### src/rtl/game_state_ctrl_if.sv
// game_state_ctrl_if: groups the raw player inputs and the game-state outputs of
// game_state_ctrl into one bundle.
//   sw_raw        raw up/down switch (asynchronous)
//   btn_start_raw raw start/restart button, high = pressed (asynchronous)
//   collide       obstacle-overlap level from the playfield (asynchronous)
//   gamemode      00 idle, 01 playing, 10 game over
//   sw            debounced switch level
//   crash         00 no crash, 11 crash
//   sw_toggle     one-cycle pulse on each accepted sw change
// master: the side that drives the raw inputs; slave: game_state_ctrl itself.
interface game_state_ctrl_if;
    logic       sw_raw;
    logic       btn_start_raw;
    logic       collide;
    logic [1:0] gamemode;
    logic       sw;
    logic [1:0] crash;
    logic       sw_toggle;

    modport master (
        output sw_raw, btn_start_raw, collide,
        input  gamemode, sw, crash, sw_toggle
    );

    modport slave (
        input  sw_raw, btn_start_raw, collide,
        output gamemode, sw, crash, sw_toggle
    );
endinterface

### src/rtl/game_state_ctrl.sv
// game_state_ctrl: synchronizes and debounces the player inputs and runs the
// IDLE -> PLAY -> CRASH -> OVER game-state machine.
// Ports:
//   clk  system clock (100 MHz)
//   rst  asynchronous active-high reset
//   bus  game_state_ctrl_if.slave: sw_raw, btn_start_raw, collide in;
//        gamemode, sw, crash, sw_toggle out (all outputs registered)
module game_state_ctrl #(
    parameter int unsigned DEBOUNCE_CYCLES   = 1_000_000,
    parameter int unsigned CRASH_HOLD_CYCLES = 110_000_000
) (
    input  logic               clk,
    input  logic               rst,
    game_state_ctrl_if.slave   bus
);

    localparam logic [19:0] DebLast  = 20'(DEBOUNCE_CYCLES - 1);
    localparam logic [26:0] HoldLast = 27'(CRASH_HOLD_CYCLES - 1);

    typedef enum logic [1:0] {StIdle, StPlay, StCrash, StOver} state_e;

    // Two-flop synchronizers
    logic sw_meta_q, sw_sync_q;
    logic start_meta_q, start_sync_q;
    logic collide_meta_q, collide_sync_q;

    // Debouncers
    logic [19:0] sw_cnt_q, sw_cnt_d;
    logic        sw_lvl_q, sw_lvl_d;
    logic [19:0] start_cnt_q, start_cnt_d;
    logic        start_lvl_q, start_lvl_d;
    logic        start_prev_q;
    logic        start_pulse;

    // FSM and hold counter
    state_e      state_q, state_d;
    logic [26:0] hold_q, hold_d;

    // Registered outputs
    logic [1:0] gamemode_q, gamemode_d;
    logic [1:0] crash_q, crash_d;
    logic       sw_q;
    logic       sw_toggle_q;

    always_ff @(posedge clk or posedge rst) begin
        if (rst) begin
            sw_meta_q      <= 1'b0;
            sw_sync_q      <= 1'b0;
            start_meta_q   <= 1'b0;
            start_sync_q   <= 1'b0;
            collide_meta_q <= 1'b0;
            collide_sync_q <= 1'b0;
        end else begin
            sw_meta_q      <= bus.sw_raw;
            sw_sync_q      <= sw_meta_q;
            start_meta_q   <= bus.btn_start_raw;
            start_sync_q   <= start_meta_q;
            collide_meta_q <= bus.collide;
            collide_sync_q <= collide_meta_q;
        end
    end

    // A level is accepted after DEBOUNCE_CYCLES consecutive disagreeing samples;
    // any agreeing sample restarts the count, so the counter never wraps.
    always_comb begin
        sw_cnt_d    = '0;
        sw_lvl_d    = sw_lvl_q;
        start_cnt_d = '0;
        start_lvl_d = start_lvl_q;
        if (sw_sync_q != sw_lvl_q) begin
            if (sw_cnt_q == DebLast) begin
                sw_lvl_d = ~sw_lvl_q;
            end else begin
                sw_cnt_d = sw_cnt_q + 20'd1;
            end
        end
        if (start_sync_q != start_lvl_q) begin
            if (start_cnt_q == DebLast) begin
                start_lvl_d = ~start_lvl_q;
            end else begin
                start_cnt_d = start_cnt_q + 20'd1;
            end
        end
    end

    // Rising edge of the accepted start level; a held button yields one pulse.
    assign start_pulse = start_lvl_q & ~start_prev_q;

    always_comb begin
        state_d = state_q;
        hold_d  = hold_q;
        unique case (state_q)
            StIdle: begin
                // collide is deliberately not looked at here
                if (start_pulse) state_d = StPlay;
            end
            StPlay: begin
                if (collide_sync_q) begin
                    state_d = StCrash;
                    hold_d  = '0;
                end
            end
            StCrash: begin
                if (hold_q == HoldLast) begin
                    state_d = StOver;
                end else begin
                    hold_d = hold_q + 27'd1;
                end
            end
            StOver: begin
                if (start_pulse) state_d = StIdle;
            end
            default: state_d = StIdle;
        endcase
    end

    // Output codes decoded from the current state and registered together, so
    // gamemode and crash always move in the same cycle.
    always_comb begin
        gamemode_d = 2'b00;
        crash_d    = 2'b00;
        unique case (state_q)
            StIdle: begin
                gamemode_d = 2'b00;
                crash_d    = 2'b00;
            end
            StPlay: begin
                gamemode_d = 2'b01;
                crash_d    = 2'b00;
            end
            StCrash: begin
                gamemode_d = 2'b01;
                crash_d    = 2'b11;
            end
            StOver: begin
                gamemode_d = 2'b10;
                crash_d    = 2'b11;
            end
            default: begin
                gamemode_d = 2'b00;
                crash_d    = 2'b00;
            end
        endcase
    end

    always_ff @(posedge clk or posedge rst) begin
        if (rst) begin
            sw_cnt_q     <= '0;
            sw_lvl_q     <= 1'b0;
            start_cnt_q  <= '0;
            start_lvl_q  <= 1'b0;
            start_prev_q <= 1'b0;
            state_q      <= StIdle;
            hold_q       <= '0;
            gamemode_q   <= 2'b00;
            crash_q      <= 2'b00;
            sw_q         <= 1'b0;
            sw_toggle_q  <= 1'b0;
        end else begin
            sw_cnt_q     <= sw_cnt_d;
            sw_lvl_q     <= sw_lvl_d;
            start_cnt_q  <= start_cnt_d;
            start_lvl_q  <= start_lvl_d;
            start_prev_q <= start_lvl_q;
            state_q      <= state_d;
            hold_q       <= hold_d;
            gamemode_q   <= gamemode_d;
            crash_q      <= crash_d;
            sw_q         <= sw_lvl_q;
            sw_toggle_q  <= sw_lvl_q ^ sw_q;
        end
    end

    assign bus.gamemode  = gamemode_q;
    assign bus.crash     = crash_q;
    assign bus.sw        = sw_q;
    assign bus.sw_toggle = sw_toggle_q;

endmodule

### src/flat_wrapper.sv
// flat-port wrapper written by rule: the top's interface ports become plain ports
module game_state_ctrl_flat 
#(
    parameter int unsigned DEBOUNCE_CYCLES   = 1_000_000,
    parameter int unsigned CRASH_HOLD_CYCLES = 110_000_000
)
  (clk, rst, bus_sw_raw, bus_btn_start_raw, bus_collide, bus_gamemode, bus_sw, bus_crash, bus_sw_toggle);
  game_state_ctrl_if bus_i ();
  input  logic clk;
  input  logic rst;
  input wire logic [$bits(bus_i.sw_raw)-1:0] bus_sw_raw;
  input wire logic [$bits(bus_i.btn_start_raw)-1:0] bus_btn_start_raw;
  input wire logic [$bits(bus_i.collide)-1:0] bus_collide;
  output wire logic [$bits(bus_i.gamemode)-1:0] bus_gamemode;
  output wire logic [$bits(bus_i.sw)-1:0] bus_sw;
  output wire logic [$bits(bus_i.crash)-1:0] bus_crash;
  output wire logic [$bits(bus_i.sw_toggle)-1:0] bus_sw_toggle;
  assign bus_i.sw_raw = bus_sw_raw;
  assign bus_i.btn_start_raw = bus_btn_start_raw;
  assign bus_i.collide = bus_collide;
  assign bus_gamemode = bus_i.gamemode;
  assign bus_sw = bus_i.sw;
  assign bus_crash = bus_i.crash;
  assign bus_sw_toggle = bus_i.sw_toggle;
  game_state_ctrl #(.DEBOUNCE_CYCLES(DEBOUNCE_CYCLES), .CRASH_HOLD_CYCLES(CRASH_HOLD_CYCLES)) u_core (.clk(clk), .rst(rst), .bus(bus_i));
endmodule
### config.mk
export PLATFORM = sky130hd
export DESIGN_NAME = game_state_ctrl_flat
export DESIGN_NICKNAME = d
export VERILOG_FILES = /design/src/rtl/game_state_ctrl_if.sv /design/src/rtl/game_state_ctrl.sv /design/src/flat_wrapper.sv
export SDC_FILE = /design/constraint.sdc
export NUM_CORES = 1
export LEC_CHECK = 0
export ABC_AREA = 1
export CAP_MARGIN = 10
export CORE_ASPECT_RATIO = 0.8
export CORE_UTILIZATION = 62
export DETAILED_ROUTE_END_ITERATION = 10
export HOLD_SLACK_MARGIN = 0.06
export PLACE_DENSITY = 0.81
export SYNTH_ARGS = -nofsm -noshare
export SYNTH_HDL_FRONTEND = slang
export SYNTH_SLANG_ARGS = --single-unit
### constraint.sdc
create_clock -name clk -period 3.1 [get_ports clk]
set_input_delay 0.31 -clock clk [delete_from_list [all_inputs] [get_ports clk]]
set_output_delay 0.31 -clock clk [all_outputs]
set_load 0.1 [all_outputs]
* After elaboration in Yosys (flattened, before gate mapping)
Cells that the tools add are included.
** Operators by class
- Equal/unequal tests :: 13
- Add/sub/neg operators :: 3
- Reduce and logical (&&, ||, !) cells :: 9
- Bitwise gates (word level) :: 5
- Multiplexer cells :: 14
** Operators with widths (number)
- 20-bit 2-to-1 mux :: 4
- 27-bit 2-to-1 mux :: 2
- 27-bit one-hot mux with 2 select lines :: 1
- 20-bit by 1-bit adder with 20-bit output, second input constant :: 2
- 20-bit equality test, second input constant :: 2
- 27-bit by 1-bit adder with 27-bit output, second input constant :: 1
- 27-bit equality test, second input constant :: 1
- 2-bit 2-to-1 mux :: 4
- 2-bit by 1-bit inequality test with 1-bit output, second input constant :: 4
- 2-bit one-hot mux with 4 select lines :: 1
- 2-bit one-hot mux with 3 select lines :: 1
- 2-bit OR reduction :: 3
- 2-bit equality test, second input constant :: 2
- 2-bit one-hot mux with 2 select lines :: 1
- 2-bit AND reduction :: 2
- 4-bit AND reduction :: 1
- 1-bit inverter :: 3
- 3-bit AND reduction :: 1
- 2-bit by 1-bit equality test with 1-bit output, second input constant :: 1
- 2-bit zero test :: 1
- 1-bit inequality test :: 2
- 2-bit inequality test, second input constant :: 1
- 2-bit nonzero test :: 1
- 1-bit bitwise AND :: 1
- 1-bit bitwise XOR :: 1
** Storage, ports and cells
- Output and inout bits :: 6
- Flip-flop bits (word level) :: 84
- Input port bits :: 5
- Word-level logic and storage cells :: 61

* Logic depth before layout (Yosys ltp)
- Depth in word-level cells :: 4
- Depth in mapped cells :: 10
- Gate-level depth less buffers :: 10

* Least setup slack after synthesis
OpenSTA, ideal clock, no wires.
- Path type :: register to output
- Start point :: register, netlist name u_core.bus.crash[0]
- End point :: output bus_crash[1]
- Cell stages (with the launch flop) :: 2
- Path slack :: 1.466 ns
- Data required time :: 2.790 ns
- Arrival time :: 1.324 ns
- Cell sequence :: dfrtp_1 buf_4
** RTL lines
- end: declaration :: line flat_wrapper.sv:16 : output wire logic [$bits(bus_i.crash)-1:0] bus_crash;

* Worst setup path after layout
- Start point :: register u_core.sw_q, in the netlist u_core.bus.sw
- End point :: output bus_sw
** RTL lines
- start: declaration :: line game_state_ctrl.sv:42 : logic sw_q;
- start signal: assignment :: line game_state_ctrl.sv:169 : sw_q <= sw_lvl_q;
- end: declaration :: line flat_wrapper.sv:15 : output wire logic [$bits(bus_i.sw)-1:0] bus_sw;
No word-level cell between the ends.

==> metrics.cfg <==
[sta]
holdWs_ns = 0.344
setup_viol_count_final = 0
slew_viol_final = 0
skew_ns = 0.0127
setup_ws_ns = 0.938
hold_viol_final = 0
tns_ns = 0
worst_pin_slew_ns = 0.968
fin_crit_ns = 2.16
rsz0062_at_grt = false
max_clock_freq_ghz = 0.463
relSlewSlack = 0.352
fin_crit_sh = 0.697

[setup_path]
cp-end-kind = output port
cp.required_ns = 2.79
start_kind = flip-flop
path_delay_family = buffers and inverters
r2r-end = u_core.hold_q[20]
cp_slowest_cell = clkdlybuf4s50_1
worstReg2RegStart = u_core.state_q[0]
path_class = flip-flop to output port
rr_worst_depth = 6
arrival_ns = 1.85
r2r_setup_slack_ns = 1.10
path_buf_inv = 1
cp_max_fo = 2
crit_cells = 1
max_stage_delay_ns = 1.14
path_cells = clkdlybuf4s50_1

[global_route]
busiest_layer = met2
grt_use_met2 = 0.399
grt_usage = 0.263
grt_max_degree = 46
met3_usage = 0.0748
grt_use_met1 = 0.362
antenna_found_initial = 0
grt_overflow = 0
grt_pass1_vias = 3474
grt_first_pass_wirelength_um = 15700

[clocking]
cts.sinks = 83
hold_buffers = 0
post_cts_buffers = 0
root_buffer = clkbuf_8
cts.htree.levels = 3
clk_pin_slew_ns = 0.09
cts_made_buffers = 9
clk_path_buf_depth = 2
clk_latency_ns = 0.36
cts_tree = done
ctsResizeCount = 0

[layout]
diodes = 0
fin_nets = 614
syn2layout_area_growth_pct = 8.64
final_common_cell = nand2_1
fillCellCount = 546
final_cell_mix = 154 x nand2_1, 97 x nor2_1, 83 x dfrtp_1, 66 x inv_1, 45 x nand3_1
drive_gt1_frac = 0.0876

[status]
status = complete, no violations

[detailed_routing]
drt_iter0_drc = 205
wl_per_cell_um = 13.3
drcViolationCount = 0
first_pass_iters = 4
via_per_inst = 5.29
wirelength_um = 9170
via_count = 3663
detail-route-antenna-nets = 0

[floorplan]
die_x_um = 97.9
io_pins = 11
start_util = 0.652
die_h_um = 78.7
core.rowCount = 27
core_area_sq_um = 6990
dieArea_sq_um = 7710

[power]
cellPowerDensity_nw_per_um2 = 410
power_leakage_nw = 2.20
worst_ir_drop_vdd_mv = 0.324

[yosys]
synth_edf_count = 0
synthFlopType = dfrtp_1
synth_seq_cells = 83
synth-async-reset-ratio = 1.00
ys_seq_area_frac = 0.455
ys_warn_count = 0
syn_nets = 598
netlist_area_sq_um = 4560
synth.distinct_cells = 31
synthCells = 585
avgSynthCellArea_sq_um = 7.80

[place]
dp_slack_ns = 1.13
hpwlAfterDp_um = 6760
io_buffers = 10
gp_congestion = 0.920

[min_path]
hold_path_class = input pin to async pin

[job]
cap_violations = 0

## final cells by class
type                    count  area [sq um]  share of cell area
repair buffers             11           120              0.0242
multi-input cells         429          2170               0.439
inverters                  67           253              0.0510
clock buffers              10           138              0.0278
well taps                  87           109              0.0220
clock inverters             5          86.3              0.0174
flip-flops and latches     83          2080               0.419
## worst reg2reg max path: cells and delay by family (launching register included)
family | cells | cell delay [ns]
buffers and inverters | 2 | 0.49
adder cells (fa/ha/maj) | 1 | 0.43
AND/OR/NAND/NOR | 3 | 0.60
flip-flops | 1 | 0.42
## Yosys cell counts, drive strengths merged, types with 8 or more instances
cell | instances | share of area
o21ai | 25 | 0.039
inv | 67 | 0.055
xnor2 | 8 | 0.015
nand4 | 10 | 0.014
xor2 | 27 | 0.052
nand2 | 160 | 0.14
nor3 | 16 | 0.022
dfrtp | 83 | 0.46
nor2 | 104 | 0.092
a21oi | 11 | 0.012
nand3 | 47 | 0.054
ha | 8 | 0.022
## report_power, final
part	switching, mW	internal (mW)
Sequential	0.00624	1.09
Combinational	0.0380	0.0159
Clock	0.404	0.477
Total	0.448	1.58
## routing by layer
layer / up-vias / wire length, um
met3: 16 / 396
li1: 1863 / -
met2: 69 / 3960
met4: 0 / 201
met1: 1715 / 4610
met5: - / 0
## through the flow
stage          utilization  power (mW)  cell area (sq um)  cells
2_1_floorplan            -        1.15               4560    585
3_3_place_gp         0.677        1.17               4730    677
3_5_place_dp         0.677        1.18               4730    677
4_1_cts              0.709        2.05               4960    692
5_1_grt              0.709        2.10               4960    692
6_report             0.709        2.03               4960    692
## cell families after synthesis
family | after synthesis | synth area share
xor+xnor | 35 | 0.0672
simple gates | 349 | 0.335
buf+inv | 73 | 0.0683
flops | 83 | 0.455
compound gates | 37 | 0.0527
fa+ha+maj | 8 | 0.0219
## flip-flops by register name (all words and copies together), names as in the netlist
register,cells
u_core.sw_lvl_q,1
u_core.start_lvl_q,1
u_core.collide_sync_q,1
u_core.bus.gamemode,2
u_core.collide_meta_q,1
u_core.bus.sw,1
u_core.hold_q,27
u_core.start_sync_q,1
u_core.start_cnt_q,20
u_core.bus.sw_toggle,1
u_core.sw_sync_q,1
u_core.bus.crash,1
u_core.sw_meta_q,1
u_core.start_prev_q,1
u_core.sw_cnt_q,20
u_core.state_q,2
u_core.start_meta_q,1
## worst max path at each step
stage	slack, ns	from	endpoint
after floorplan	0.65	rst	u_core.bus.crash[0]
after global placement	1.19	u_core.state_q[0]	u_core.hold_q[26]
after detailed placement	1.13	u_core.hold_q[0]	u_core.hold_q[20]
after CTS	0.92	u_core.bus.sw	bus_sw
after global routing	0.89	u_core.bus.gamemode[0]	bus_gamemode[0]
final	0.94	u_core.bus.sw	bus_sw
Power figures use the tool's default switching activity.
